===== config.mk =====
export PLATFORM = sky130hd
export DESIGN_NAME = demux
export DESIGN_NICKNAME = d
export VERILOG_FILES = /design/src/rtl/demux.sv
export SDC_FILE = /design/constraint.sdc
export NUM_CORES = 1
export LEC_CHECK = 0
export ABC_AREA = 0
export CELL_PAD_IN_SITES_DETAIL_PLACEMENT = 1
export CELL_PAD_IN_SITES_GLOBAL_PLACEMENT = 1
export CORE_ASPECT_RATIO = 1.5
export CORE_MARGIN = 1.5
export CORE_UTILIZATION = 39
export DETAILED_ROUTE_END_ITERATION = 12
export PLACE_DENSITY_LB_ADDON = 0.1
export SLEW_MARGIN = 20
export SYNTH_ARGS = -nofsm -noshare
export SYNTH_HDL_FRONTEND = slang
export SYNTH_SLANG_ARGS = --single-unit

===== constraint.sdc =====
create_clock -name clk -period 3.37 [get_ports clk]
set_input_delay 0.674 -clock clk [delete_from_list [all_inputs] [get_ports clk]]
set_output_delay 0.674 -clock clk [all_outputs]
set_load 0.02 [all_outputs]

===== src/rtl/demux.sv =====
// ---------------------------------------------------------------------------
// demux
//   Routes an upstream valid/ready word stream to one of three output
//   channels, or discards it. Each channel owns a 2-entry first-word
//   fall-through FIFO, so a routed word shows up on its channel one cycle
//   after it is accepted. Discarded words are counted with a saturating
//   8-bit counter.
//
// Ports
//   clk                 rising-edge clock
//   rst                 synchronous active-high reset
//   select   [1:0]      0..2 = destination channel, 3 = discard
//   data_i   [W-1:0]    upstream word
//   valid_i             upstream word present
//   ready_o             upstream word is accepted this cycle (combinational)
//   dataK_o  [W-1:0]    channel K head word (0 when empty), K = 0..2
//   validK_o            channel K non-empty
//   readyK_i            channel K consumer takes the head word
//   drop_cnt_o [7:0]    number of discarded words, saturating at 255
// ---------------------------------------------------------------------------
module demux #(
  parameter int D_WIDTH = 8
) (
  input  logic               clk,
  input  logic               rst,
  input  logic [1:0]         select,
  input  logic [D_WIDTH-1:0] data_i,
  input  logic               valid_i,
  output logic               ready_o,
  output logic [D_WIDTH-1:0] data0_o,
  output logic               valid0_o,
  input  logic               ready0_i,
  output logic [D_WIDTH-1:0] data1_o,
  output logic               valid1_o,
  input  logic               ready1_i,
  output logic [D_WIDTH-1:0] data2_o,
  output logic               valid2_o,
  input  logic               ready2_i,
  output logic [7:0]         drop_cnt_o
);

  localparam int NUM_CH = 3;

  // Bit 3 stands for the discard destination, which is never full, so
  // ready_o can be looked up directly with select.
  logic [3:0]         w_full;
  logic               w_accept;
  logic [NUM_CH-1:0]  w_pop_req;
  logic [NUM_CH-1:0]  w_valid;
  logic [D_WIDTH-1:0] w_data [NUM_CH];
  logic [7:0]         r_drop_cnt;

  assign w_full[3]  = 1'b0;
  assign w_pop_req  = {ready2_i, ready1_i, ready0_i};

  // A pop in the same cycle does not free a slot for the upstream word:
  // ready_o looks only at the current occupancy.
  assign ready_o  = !rst && !w_full[select];
  assign w_accept = valid_i && ready_o;

  genvar gi;
  generate
    for (gi = 0; gi < NUM_CH; gi++) begin : g_ch
      logic [1:0]         r_cnt;
      logic [D_WIDTH-1:0] r_mem [2];   // slot 0 is always the head
      logic               w_push;
      logic               w_pop;

      assign w_push = w_accept && (select == 2'(gi));
      assign w_pop  = (r_cnt != 2'd0) && w_pop_req[gi];

      always_ff @(posedge clk) begin
        if (rst) begin
          r_cnt     <= 2'd0;
          r_mem[0]  <= '0;
          r_mem[1]  <= '0;
        end else begin
          case ({w_push, w_pop})
            2'b11: begin
              // Only reachable with one entry: the head leaves and the new
              // word becomes the head, occupancy stays at one.
              r_mem[0] <= data_i;
            end
            2'b01: begin
              r_mem[0] <= r_mem[1];
              r_mem[1] <= '0;
              r_cnt    <= r_cnt - 2'd1;
            end
            2'b10: begin
              if (r_cnt == 2'd0) begin
                r_mem[0] <= data_i;
              end else begin
                r_mem[1] <= data_i;
              end
              r_cnt <= r_cnt + 2'd1;
            end
            default: ;
          endcase
        end
      end

      assign w_full[gi]  = (r_cnt == 2'd2);
      assign w_valid[gi] = (r_cnt != 2'd0);
      assign w_data[gi]  = w_valid[gi] ? r_mem[0] : '0;
    end
  endgenerate

  always_ff @(posedge clk) begin
    if (rst) begin
      r_drop_cnt <= 8'd0;
    end else if (w_accept && (select == 2'd3) && (r_drop_cnt != 8'hFF)) begin
      r_drop_cnt <= r_drop_cnt + 8'd1;
    end
  end

  assign data0_o    = w_data[0];
  assign data1_o    = w_data[1];
  assign data2_o    = w_data[2];
  assign valid0_o   = w_valid[0];
  assign valid1_o   = w_valid[1];
  assign valid2_o   = w_valid[2];
  assign drop_cnt_o = r_drop_cnt;

endmodule


==> metrics <==
DIE WIDTH 76.2 um; Final Max Tran Viols 0; sequential area share after synthesis 54.9%; Syn Nets 284; crit path capture type output pin; Finished Cell Area 4040 um2; Arrival @ worst endpoint 2.50 ns; layout cells sized above 1 9.97%; clock-pin slew of the registers on the worst-case setup and hold paths 0.05 ns; maximum clock path buffer count 2; # Max-Cap Violations 0; GPL Wtd Cong 0.755; Via Count 2,231; crit path time final 3.18 ns; first-pass iteration count of the detailed router 4; number of distinct library cells after synthesis 44; GR Util All Layers 18.6%; number of synthesized flops with an enable pin 48; DR vias/cell 5.27; synthesized flop and latch total 62; growth of design area from synthesis to finish 28.9%; H-tree depth 3; vias in the first global route 2,306; Buffers on Ports 51; initial drt markers 83; Top cell by count, worst path clkdlybuf4s50_1; global-route wire length before repair 11,700 um; Num CTS Buffers 9; placed cell count 407; CP Class input port to output pin; Worst EP required 2.70 ns; asr flop ratio synth 0%; PnR worst setup slack 0.195 ns; Setup-failing EPs final 0; f_max 315 MHz; I/O pin count 52; routed length per instance 17.4 um; Min-Delay Path Class register to register; setup slack at placement 0.198 ns; post-CTS resize count 0; slew margin rel. 48.3%; worst clock skew 0.00306 ns; diodes inserted 0; Area after DPL 3730 um2; largest net degree at the start of global routing 38; final hold violation count 0; CTS tree done; row count 39; CTS sink cnt 62; initial antenna violation count 0; Core ar. 7710 um2; Cells after Synth 261; DIE HEIGHT 113 um; accumulated negative setup slack 0 ns; crit-path max FO 8; total wire length 7360 um; worst-skew pair later-pin latency 0.33 ns; crit-path cells clkdlybuf4s50_1 -> nor3b_1 -> a311oi_1 -> o21ba_2 -> clkdlybuf4s50_1; post-route insts no fill 423; Final ANT Viol Nets 0; RSZ-0062 raised after global routing no; status completed; Synth Cell Area 3130 um2; Worst setup SP type input port; crit share post-route 94.2%; pwr/cell area 688 nW/um2; Worst path slowest cell clkdlybuf4s50_1; ys flop type edfxtp_1; Post-CTS Hold Buffers 0; DIE AREA 8590 um2; synth warn 0; Post-CTS Setup Inserts 0; Slew @ Worst Pin 0.772 ns; post-synthesis area per instance 12.0 um2; Hold Slack 0.516 ns; starting density of the core 40.7%; Post-DP HPWL 5420 um; DRC viols 0; P_leak 1.51 nW; crit-path max cell delay 0.60 ns; total grt overflow 0; Clk Tree Root Cell clkbuf_16; r2r setup slk 1.10 ns; Max VDD drop 0.000550 V; Final #Nets 339
-- synthesized netlist by cell type, types with 2 or more instances --
master     n  area (um2)
mux2i_1    2        20.0
and2_1    24         150
and3_1     3        18.8
or3_1      3        18.8
a41oi_1    3        26.3
and2b_1    3        22.5
a21oi_1   11        55.1
nor3_1     2        10.0
o21ai_2    3        26.3
nor2b_1   34         213
a311oi_1   3        26.3
a22o_1    24         210
or2_2      3        18.8
and3_2     2        15.0
a211oi_1   2        15.0
clkbuf_1   7        26.3
o21ai_0    7        35.0
nor4b_4    3        71.3
inv_1      8        30.0
edfxtp_1  48        1440
xor2_1     6        52.6
nand2b_1   4        25.0
nand3_1    4        20.0
ha_1       7        87.6
dfxtp_1   14         280
buf_6      2        22.5
nor2_1    10        37.5
o21bai_1   3        22.5
-- layer usage --
layer / vias to the layer above / part of all wire [%] / track usage, %
met2: 44 / 58 / 36.0
met3: 9 / 3.2 / 4.44
li1: 1070 / - / -
met1: 1108 / 36 / 18.2
met4: 0 / 2.2 / 9.26
met5: - / 0 / 0
-- flip-flops by register name (all words and copies together) (netlist names) --
name	cells
drop_cnt_o	8
g_ch.r_mem	48
g_ch.r_cnt	6
-- where the power goes --
group          internal, mW  leakage, nW  switching, mW
clock                 0.637        0.149          0.318
combinational         0.325        0.747          0.450
sequential            0.983        0.618         0.0664
-- path summary, 6_finish.rpt --
path | from | end | cells after the start
max | select[0] | ready_o | 5
min | drop_cnt_o[0] | drop_cnt_o[0] | 1
max reg2reg | g_ch[1].r_cnt[0] | g_ch[1].r_mem[0][10] | 6
min reg2reg | drop_cnt_o[0] | drop_cnt_o[0] | 1
-- final cells by class --
cell class / count / area [um2]
tap: 102 / 128
inverter: 8 / 30.0
timing repair buffer: 56 / 548
clock inverter: 6 / 76.3
fill: 838 / 3670
clock buffer: 10 / 229
sequential: 62 / 1720
multi-input combinational: 179 / 1310
-- worst max-delay path: cells and delay by family --
family | cells | cell delay, ns
AND/OR/NAND/NOR | 1 | 0.10
AO/OA/AOI/OAI | 2 | 0.54
buffers and inverters | 2 | 1.19
-- placed cells by master (no fill, tap or decap), types with 4 or more instances in the layout --
| master | synthesis | final |
|---|---|---|
| clkdlybuf4s50_1 | 0 | 51 |
| edfxtp_1 | 48 | 48 |
| nor2b_1 | 34 | 34 |
| a22o_1 | 24 | 24 |
| and2_1 | 24 | 24 |
| dfxtp_1 | 14 | 14 |
| a21oi_1 | 11 | 11 |
| nor2_1 | 10 | 10 |
| clkbuf_16 | 0 | 9 |
| inv_1 | 8 | 8 |
| ha_1 | 7 | 7 |
| xor2_1 | 6 | 6 |
| o21ai_0 | 7 | 5 |
| buf_4 | 1 | 5 |
| nand2b_1 | 4 | 4 |
| nand3_1 | 4 | 4 |
-- per-stage QoR --
stage / utilization [%] / total power [mW]
3_5_place_dp: 48.4 / 1.85
4_1_cts: 52.4 / 2.82
2_1_floorplan: - / 1.53
3_3_place_gp: 48.4 / 1.81
6_report: 52.4 / 2.78
5_1_grt: 52.4 / 2.92
-- logic make-up after synthesis --
| family | after synthesis | share of synthesized area, % |
|---|---|---|
| and+or+nand+nor | 102 | 21.5 |
| DFF | 62 | 54.9 |
| AOI/OAI and AO/OA | 61 | 14.8 |
| buffers and inverters | 20 | 3.35 |
| adders and majority gates | 7 | 2.79 |
| xor gates and xnor gates | 6 | 1.68 |
| muxes | 3 | 0.998 |
Power figures use the tool's default switching activity.
